==> config.mk <==
export PLATFORM = sky130hd
export DESIGN_NAME = id_ex_alu_driver
export DESIGN_NICKNAME = d
export VERILOG_FILES = /design/src/rtl/id_ex_alu_driver.sv
export SDC_FILE = /design/constraint.sdc
export NUM_CORES = 1
export LEC_CHECK = 0
export CELL_PAD_IN_SITES_DETAIL_PLACEMENT = 1
export CELL_PAD_IN_SITES_GLOBAL_PLACEMENT = 2
export CORE_MARGIN = 2
export CORE_UTILIZATION = 20
export CTS_CLUSTER_SIZE = 16
export DETAILED_ROUTE_END_ITERATION = 8
export PLACE_DENSITY = 0.76
export SLEW_MARGIN = 20
export SYNTH_ARGS = -nofsm -noshare
export SYNTH_HDL_FRONTEND = slang
export SYNTH_SLANG_ARGS = --single-unit
==> constraint.sdc <==
create_clock -name clk -period 3.6 [get_ports clk]
set_input_delay 1.08 -clock clk [delete_from_list [all_inputs] [get_ports clk]]
set_output_delay 1.08 -clock clk [all_outputs]
set_load 0.01 [all_outputs]
==> src/rtl/id_ex_alu_driver.sv <==
// id_ex_alu_driver: ID/EX stage register with ALU-control decode and EX/MEM, MEM/WB operand forwarding
module id_ex_alu_driver #(
  parameter int B = 32
) (
  input  logic         clk,
  input  logic         reset,
  input  logic         stall,
  input  logic         flush,
  input  logic         id_valid,
  input  logic [1:0]   id_alu_op,
  input  logic [5:0]   id_funct,
  input  logic [5:0]   id_opcode,
  input  logic         id_alu_src,
  input  logic [4:0]   id_rs_num,
  input  logic [4:0]   id_rt_num,
  input  logic [B-1:0] id_rs_data,
  input  logic [B-1:0] id_rt_data,
  input  logic [B-1:0] id_imm,
  input  logic         exmem_reg_write,
  input  logic [4:0]   exmem_rd_num,
  input  logic [B-1:0] exmem_result,
  input  logic         memwb_reg_write,
  input  logic [4:0]   memwb_rd_num,
  input  logic [B-1:0] memwb_result,
  output logic [B-1:0] op1,
  output logic [B-1:0] op2,
  output logic [3:0]   alu_control,
  output logic [B-1:0] ex_store_data,
  output logic         ex_valid
);
  logic         valid;
  logic [3:0]   ctrl;
  logic         alu_src;
  logic [4:0]   rs_num;
  logic [4:0]   rt_num;
  logic [B-1:0] rs_data;
  logic [B-1:0] rt_data;
  logic [B-1:0] imm;
  logic [3:0]   code;
  logic [B-1:0] fa;
  logic [B-1:0] fb;
  always_comb begin
    code = 4'hf;
    case (id_alu_op)
      2'b00: code = 4'h0;
      2'b01: code = 4'h1;
      2'b10:
        case (id_funct)
          6'b100000, 6'b100001: code = 4'h0;
          6'b100010, 6'b100011: code = 4'h1;
          6'b100100: code = 4'h2;
          6'b100101: code = 4'h3;
          6'b100110: code = 4'h4;
          6'b100111: code = 4'h5;
          6'b101010: code = 4'h6;
          default:   code = 4'hf;
        endcase
      default:
        case (id_opcode)
          6'b001000, 6'b001001: code = 4'h0;
          6'b001100: code = 4'h2;
          6'b001101: code = 4'h3;
          6'b001110: code = 4'h4;
          6'b001010: code = 4'h6;
          default:   code = 4'hf;
        endcase
    endcase
  end
  always_ff @(posedge clk) begin
    if (reset || flush) begin
      valid   <= 1'b0;
      ctrl    <= '0;
      alu_src <= 1'b0;
      rs_num  <= '0;
      rt_num  <= '0;
      rs_data <= '0;
      rt_data <= '0;
      imm     <= '0;
    end else if (!stall) begin
      valid   <= id_valid;
      ctrl    <= code;
      alu_src <= id_alu_src;
      rs_num  <= id_rs_num;
      rt_num  <= id_rt_num;
      rs_data <= id_rs_data;
      rt_data <= id_rt_data;
      imm     <= id_imm;
    end
  end
  always_comb begin
    fa = (exmem_reg_write && |exmem_rd_num && exmem_rd_num == rs_num) ? exmem_result :
         (memwb_reg_write && |memwb_rd_num && memwb_rd_num == rs_num) ? memwb_result : rs_data;
    fb = (exmem_reg_write && |exmem_rd_num && exmem_rd_num == rt_num) ? exmem_result :
         (memwb_reg_write && |memwb_rd_num && memwb_rd_num == rt_num) ? memwb_result : rt_data;
  end
  assign ex_valid      = valid;
  assign op1           = valid ? fa : '0;
  assign op2           = valid ? (alu_src ? imm : fb) : '0;
  assign ex_store_data = valid ? fb : '0;
  assign alu_control   = valid ? ctrl : 4'h0;
endmodule

==> impl_metrics.py, run 1 <==
metrics = {
    "clocking": {
        "clk_transition_reported_paths_ps": 80,
        "clock_latency_at_the_later_pin_of_the_worst_skew_pair_ps": 350,
        "cts_tree": "yes",
        "cts_sinks": 112,
        "clockRootBuffer": "sky130_fd_sc_hd__clkbuf_16",
        "cts-root-to-sink-buffers": 2,
        "ctsHtreeMaxLevel": 3,
        "cts_hold_buffers": 0,
        "tritoncts.num_buffers": 9,
    },
    "min_path": {
        "hold_path_startpoint": "ctrl[0]$_SDFFE_PP0N_",
        "holdCritPathClass": "register to register",
        "min_delay_path_depth": 2,
        "hold_path_sink": "ctrl[0]$_SDFFE_PP0N_",
    },
    "floorplan": {
        "design.die.area_um2": 33200,
        "chipHeight_um": 182,
        "rows": 65,
        "initial_core_util_pct": 20.2,
        "core-area_um2": 31400,
        "design.portCount": 303,
        "die_width_um": 182,
    },
    "synthesis": {
        "post-synth-top-area-fraction_pct": 35.3,
        "post_synth_and_or_nand_nor_area_fraction_pct": 10.1,
        "synth-edff-count": 0,
        "synthAdderAreaFrac_pct": 0,
        "fraction_of_synthesized_area_in_multiplexers_pct": 27.7,
        "synth_area_leaders": "sky130_fd_sc_hd__dfxtp_1 (35%), sky130_fd_sc_hd__mux2i_1 (27%), sky130_fd_sc_hd__o21ai_0 (6.9%), sky130_fd_sc_hd__nor2_1 (6.6%), sky130_fd_sc_hd__a21oi_1 (5.2%)",
        "most_used_flip_flop_cell_after_synthesis": "sky130_fd_sc_hd__dfxtp_1",
        "syn_inst": 732,
        "post_synth_xor_area_fraction_pct": 2.76,
        "synthesized_area_per_cell_um2": 8.67,
        "synth_top_cell_by_area": "sky130_fd_sc_hd__dfxtp_1",
        "syn_nets": 934,
        "synth_top_family_by_area": "multiplexers",
        "synth_async_sr_flop_share_pct": 0,
        "synth_sequential_area_ratio_pct": 35.3,
        "synth-warning-count": 0,
        "yosys_register_bits": 112,
        "mappedNetlistArea_um2": 6340,
        "count_of_distinct_cell_types_in_the_synthesized_netlist": 41,
        "synth-compound-area-share_pct": 18.4,
    },
    "place": {
        "detailed_place_hpwl_mm": 21.0,
        "detailedPlace.worstSlack_ps": -1270,
        "place.port_buffers": 302,
        "numPlacedInstances": 1416,
        "routabilityCongestion": 0.778,
    },
    "timing": {
        "report.final.slew_viol_count": 0,
        "fin_crit_sh_pct": 111,
        "report.final.hold_viol_count": 0,
        "final.setup.worst_slack_ps": -401,
        "skew_ps": 0,
        "timing_worst_slew_pin_value_ps": 684,
        "final-setup-viol-count": 96,
        "fin_crit_ps": 4000,
        "timing.slew.headroom_pct": 54.3,
        "rsz0062_at_grt": "true",
        "fmaxAchievable_mhz": 250,
    },
    "run_status": {
        "failed_checks": "setup timing",
        "status": "finished, violations left",
    },
    "detailed_routing": {
        "count_of_unresolved_drc_violations_after_routing": 0,
        "met2_wirelength_mm": 16.6,
        "post_drt_via_cell_ratio": 4.77,
        "count_of_routing_violations_after_the_opening_detailed_route_iteration": 245,
        "post_drt_wl_per_cell_um": 22.9,
        "met1Wirelength_mm": 15.2,
        "route.antenna.remaining_nets": 0,
        "dr_total_vias": 7070,
        "top_layer": "met5",
        "detail_route.first_pass.iterations": 4,
        "final_wirelength_mm": 34.0,
        "wl_met3_mm": 1.58,
    },
    "pwr": {
        "cellLeakagePower_nw": 4.69,
        "ir_drop_mv": 0.160,
        "power-per-cell-area_nw_per_um2": 247,
    },
    "worst_setup_path": {
        "critical-path-top-delay-family": "simple AND/OR/NAND/NOR gates",
        "regToRegEndpoint": "ex_valid$_SDFFE_PP0N_",
        "worst-r2r-setup-slack_ps": 2570,
        "worst-r2r-cell-count": 3,
        "worst_setup_path_start_kind": "primary input",
        "cp_max_fo": 5,
        "critical_path_arrival_ps": 2920,
        "path_class": "primary input to output pin",
        "critical_path.cell_chain": "buf_6, or4_4, o21a_1, and4_4, buf_12, buf_16, mux2i_4, o21ai_1, buf_2",
        "r2r-start": "ex_valid$_SDFFE_PP0N_",
        "worstSetupEndpointType": "output pin",
        "critPathBufInv": 4,
        "cp.required_ps": 2520,
        "largest_stage_delay_worst_path_ps": 510,
        "critical-path-slowest-cell": "sky130_fd_sc_hd__or4_4",
    },
    "layout": {
        "area_growth_syn_to_layout_pct": 94.2,
        "finalNetCount": 1273,
        "post_layout_nonfiller_instances": 1482,
        "drive_above_1_share_pct": 39.5,
    },
    "grt": {
        "gr-usage-all-layers_pct": 18.9,
        "antenna_found_initial": 5,
        "grt_overflow": 0,
        "grt_max_degree": 56,
        "via_count_of_the_first_global_routing_pass": 7471,
        "grt_first_pass_wirelength_mm": 47.4,
    },
    "run": {
        "max-cap-violations": 0,
    },
}
layer usage:
metal | vias up | track usage [%]
li1 | 3337 | -
met5 | - | 0
met3 | 35 | 3.13
met4 | 2 | 4.45
met1 | 3493 | 24.5
met2 | 203 | 32.8
worst max path at each step:
stage                         start                 to  slack, ps  cells after the start
global route        memwb_rd_num[1]             op2[2]       -450                      9
global placement    exmem_rd_num[1]   ex_store_data[0]      -1230                      8
detailed placement  exmem_rd_num[1]   ex_store_data[0]      -1270                      8
floorplan           memwb_rd_num[1]            op2[31]       -100                      7
finish              memwb_rd_num[1]            op2[14]       -400                      9
CTS                 memwb_rd_num[1]  ex_store_data[15]       -500                     10
stage by stage:
| step | utilization (%) | area, um^2 | hold WS [ps] | setup TNS [ps] | power [mW] |
|---|---|---|---|---|---|
| floorplan | - | 6580 | 436 | -637 | 1.56 |
| global placement | 32.8 | 10300 | 448 | -101220 | 1.91 |
| detailed placement | 32.8 | 10300 | 462 | -105100 | 1.92 |
| CTS | 36.5 | 11500 | 474 | -34720 | 3.03 |
| global route | 39.2 | 12300 | 504 | -34570 | 3.19 |
| finish | 39.2 | 12300 | 468 | -29610 | 3.04 |
Yosys cell counts, types with 3 or more instances:
cell type and count:
sky130_fd_sc_hd__o21ai_1 12, sky130_fd_sc_hd__and2_1 4, sky130_fd_sc_hd__buf_2 14, sky130_fd_sc_hd__o21ai_0 87
sky130_fd_sc_hd__a21oi_1 66, sky130_fd_sc_hd__xor2_1 9, sky130_fd_sc_hd__mux2i_1 172, sky130_fd_sc_hd__nor3_1 3
sky130_fd_sc_hd__buf_1 7, sky130_fd_sc_hd__clkbuf_1 41, sky130_fd_sc_hd__buf_6 4, sky130_fd_sc_hd__nand3_1 3
sky130_fd_sc_hd__nor2_1 111, sky130_fd_sc_hd__nand2_1 10, sky130_fd_sc_hd__a32oi_1 31, sky130_fd_sc_hd__nor2b_1 4
sky130_fd_sc_hd__or4_1 4, sky130_fd_sc_hd__dfxtp_1 112, sky130_fd_sc_hd__xnor2_1 11
state kept, by name, indices dropped and copies added (netlist names):
name,count
ex_valid,1
rs_num,5
rt_data,32
ctrl,4
rs_data,32
rt_num,5
alu_src,1
imm,32
worst reg2reg max path: cells and delay by family (launching register included):
kind / cells / cell delay (ps)
buf+inv: 1 / 360
flops: 1 / 370
mux: 1 / 140
simple gates: 1 / 100
kinds of logic after synthesis:
group	count (synthesis)
flip-flops	112
XOR/XNOR	20
multiplexers	174
buffers and inverters	72
AO/OA/AOI/OAI	205
AND/OR/NAND/NOR	149
placed cells by master (no fill, tap or decap), types with 3 or more instances in the layout:
| master | instances |
|---|---|
| sky130_fd_sc_hd__buf_2 | 86 |
| sky130_fd_sc_hd__diode_2 | 4 |
| sky130_fd_sc_hd__xor2_1 | 9 |
| sky130_fd_sc_hd__clkdlybuf4s50_1 | 193 |
| sky130_fd_sc_hd__buf_16 | 14 |
| sky130_fd_sc_hd__nor2b_1 | 3 |
| sky130_fd_sc_hd__nand2_1 | 10 |
| sky130_fd_sc_hd__a32oi_2 | 15 |
| sky130_fd_sc_hd__nand3_1 | 3 |
| sky130_fd_sc_hd__a21oi_4 | 7 |
| sky130_fd_sc_hd__nor2_1 | 111 |
| sky130_fd_sc_hd__o21ai_0 | 9 |
| sky130_fd_sc_hd__o21ai_1 | 29 |
| sky130_fd_sc_hd__clkbuf_16 | 15 |
| sky130_fd_sc_hd__xnor2_1 | 6 |
| sky130_fd_sc_hd__a21oi_2 | 57 |
| sky130_fd_sc_hd__buf_4 | 20 |
| sky130_fd_sc_hd__mux2i_4 | 31 |
| sky130_fd_sc_hd__mux2i_1 | 130 |
| sky130_fd_sc_hd__o21ai_4 | 20 |
| sky130_fd_sc_hd__buf_6 | 47 |
| sky130_fd_sc_hd__o21ai_2 | 41 |
| sky130_fd_sc_hd__dfxtp_1 | 111 |
| sky130_fd_sc_hd__and2_1 | 4 |
| sky130_fd_sc_hd__a32oi_4 | 5 |
| sky130_fd_sc_hd__or4_4 | 4 |
| sky130_fd_sc_hd__xnor2_2 | 5 |
| sky130_fd_sc_hd__a32oi_1 | 11 |
| sky130_fd_sc_hd__mux2i_2 | 12 |
| sky130_fd_sc_hd__buf_12 | 25 |
| sky130_fd_sc_hd__nor3_1 | 3 |
| sky130_fd_sc_hd__clkbuf_2 | 3 |
layout make-up:
class                      instances  area, um^2
clock buffer                      10         229
timing repair buffer             398        4140
sequential                       112        2240
tap                              402         503
inverter                           2        7.51
fill                            3456       19100
multi-input combinational        548        5130
antenna                            4        10.0
clock inverter                     6        50.0
timing repair:
action	in CTS	in global routing
buffers inserted	16	18
gates cloned	15	7
resized for setup	581	180
pin swaps	51	45
setup endpoints to repair	96	96
where the power goes:
group / internal [mW] / switching, mW
registers: 1.28 / 0.0354
logic: 0.395 / 0.311
clock network: 0.484 / 0.535
No activity file was read; power rests on OpenSTA's default activity.
==> run 2: changes to the inputs <==
GPL_TIMING_DRIVEN = 0   (was default)
==> impl_metrics.py, run 2 (synthesized netlist as in run 1, its figures left out) <==
metrics = {
    "pwr": {
        "ir_drop_mv": 0.285,
        "power-per-cell-area_nw_per_um2": 255,
        "cellLeakagePower_nw": 4.54,
        "power_mw": 3.08,
    },
    "clocking": {
        "cts-root-to-sink-buffers": 2,
        "clk_transition_reported_paths_ps": 80,
        "cts_sinks": 112,
        "cts_tree": "yes",
        "ctsHtreeMaxLevel": 3,
        "cts_hold_buffers": 0,
        "clock_latency_at_the_later_pin_of_the_worst_skew_pair_ps": 340,
        "clockRootBuffer": "sky130_fd_sc_hd__clkbuf_16",
        "tritoncts.num_buffers": 9,
    },
    "detailed_routing": {
        "final_wirelength_mm": 34.7,
        "post_drt_via_cell_ratio": 4.71,
        "count_of_routing_violations_after_the_opening_detailed_route_iteration": 272,
        "dr_total_vias": 7065,
        "count_of_unresolved_drc_violations_after_routing": 0,
        "route.antenna.remaining_nets": 0,
        "post_drt_wl_per_cell_um": 23.1,
        "detail_route.first_pass.iterations": 6,
    },
    "timing": {
        "fmaxAchievable_mhz": 248,
        "fin_crit_sh_pct": 112,
        "final-setup-viol-count": 96,
        "skew_ps": 0,
        "report.final.slew_viol_count": 0,
        "timing_worst_slew_pin_value_ps": 1120,
        "timing.slew.headroom_pct": 25.4,
        "rsz0062_at_grt": "true",
        "final.hold.worst_slack_ps": 474,
        "report.final.hold_viol_count": 0,
        "final.setup.worst_slack_ps": -431,
        "fin_crit_ps": 4030,
    },
    "min_path": {
        "holdCritPathClass": "register to register",
        "min_delay_path_depth": 2,
    },
    "place": {
        "detailedPlace.worstSlack_ps": -1680,
        "postPlaceCellArea_um2": 10100,
        "detailed_place_hpwl_mm": 24.8,
        "routabilityCongestion": 0.810,
        "place.port_buffers": 301,
    },
    "floorplan": {
        "design.portCount": 303,
        "rows": 65,
        "die_width_um": 182,
        "design.die.area_um2": 33200,
        "initial_core_util_pct": 20.2,
        "chipHeight_um": 182,
        "core-area_um2": 31400,
    },
    "layout": {
        "final_cell_mix": "sky130_fd_sc_hd__clkdlybuf4s50_1 (194), sky130_fd_sc_hd__mux2i_1 (132), sky130_fd_sc_hd__dfxtp_1 (112)",
        "finalNetCount": 1295,
        "layout_top_registers": "imm (32), rs_data (32), rt_data (32)",
        "mostFrequentLayoutCell": "sky130_fd_sc_hd__clkdlybuf4s50_1",
        "finalCoreUtilization_pct": 38.4,
        "filler_cells": 3526,
        "drive_above_1_share_pct": 35.4,
        "area_growth_syn_to_layout_pct": 90.1,
        "final_area_um2": 12100,
    },
    "worst_setup_path": {
        "path_class": "primary input to output pin",
        "timing.critical_path.depth": 9,
        "critical_path.cell_chain": "buf_8, or4_4, o21a_1, and4_4, buf_12, buf_16, mux2i_4, a21oi_2, buf_2",
        "cp.required_ps": 2520,
        "critical_path_arrival_ps": 2950,
        "worst_setup_path_start_kind": "primary input",
        "worst-r2r-cell-count": 4,
        "critPathBufInv": 4,
        "critical-path-top-delay-family": "simple AND/OR/NAND/NOR gates",
        "cp_max_fo": 7,
        "worstSetupEndpointType": "output pin",
        "critical-path-slowest-cell": "sky130_fd_sc_hd__or4_4",
        "largest_stage_delay_worst_path_ps": 510,
    },
    "grt": {
        "gr-usage-all-layers_pct": 20.4,
        "via_count_of_the_first_global_routing_pass": 7571,
        "antenna_found_initial": 4,
        "grt_overflow": 0,
        "grt_first_pass_wirelength_mm": 49.7,
        "grt_max_degree": 19,
    },
    "run_status": {
        "status": "finished, violations left",
        "failed_checks": "setup timing",
    },
    "run": {
        "max-cap-violations": 0,
    },
}
run 2: cell count changes in the layout (fill, tap and decap cells not counted), sizes merged:
cell	delta
inv	-1
dlymetal6s2s	-1
clkdlybuf4s15	+1
clkdlybuf4s50	+1
clkinv	-1
clkbuf	+38
buf	-15
diode	-3
run 2: area by class of cell:
class | instances | area (um^2) | share of cell area [%]
plain buffers | 65 | 614 | 5.09
multi-input cells | 548 | 4980 | 41.3
inverters | 2 | 7.51 | 0.0623
flip-flops and latches | 112 | 2240 | 18.6
clock buffers | 12 | 267 | 2.21
diodes | 1 | 2.50 | 0.0208
repair buffers | 355 | 3410 | 28.3
well taps | 402 | 503 | 4.17
clock inverters | 4 | 35.0 | 0.291
run 2: per-layer routing:
layer	track usage (%)	wire, um	vias to the layer above
met5	0	30	-
met4	3.84	406	4
met3	3.33	1670	21
met2	36.4	17500	193
met1	26.0	15100	3468
li1	-	-	3379
run 2: path summary, 6_finish.rpt:
kind	startpoint	endpoint	slack [ps]
worst max-delay path	memwb_rd_num[2]	ex_store_data[4]	-430
worst min-delay path	ctrl[1]$_SDFFE_PP0N_	ctrl[1]$_SDFFE_PP0N_	470
worst max register to register	ex_valid$_SDFFE_PP0N_	ex_valid$_SDFFE_PP0N_	1710
worst min register to register	ctrl[1]$_SDFFE_PP0N_	ctrl[1]$_SDFFE_PP0N_	470
run 2: timing repair:
| item | in CTS | in global routing |
|---|---|---|
| gates cloned | 12 | 2 |
| pin swaps | 72 | 32 |
| gates resized for setup | 709 | 113 |
| setup buffers | 31 | 17 |
| setup endpoints to repair | 96 | 96 |
run 2: tightest hold or removal path, cell delays in order (launching register included):
cell	delay, ps
sky130_fd_sc_hd__dfxtp_1	310
sky130_fd_sc_hd__inv_1	50
sky130_fd_sc_hd__a221oi_1	60
run 2: where the power goes:
group          total, mW  internal (mW)  switching, mW
Clock               1.06          0.537          0.522
Combinational      0.706          0.387          0.319
Sequential          1.31           1.28         0.0333
run 2: stage by stage:
stage,setup TNS [ps],cells
final,-30940,1501
after detailed placement,-138650,1435
after CTS,-36500,1493
after floorplan,-637,732
after global placement,-143950,1435
after global routing,-36810,1501
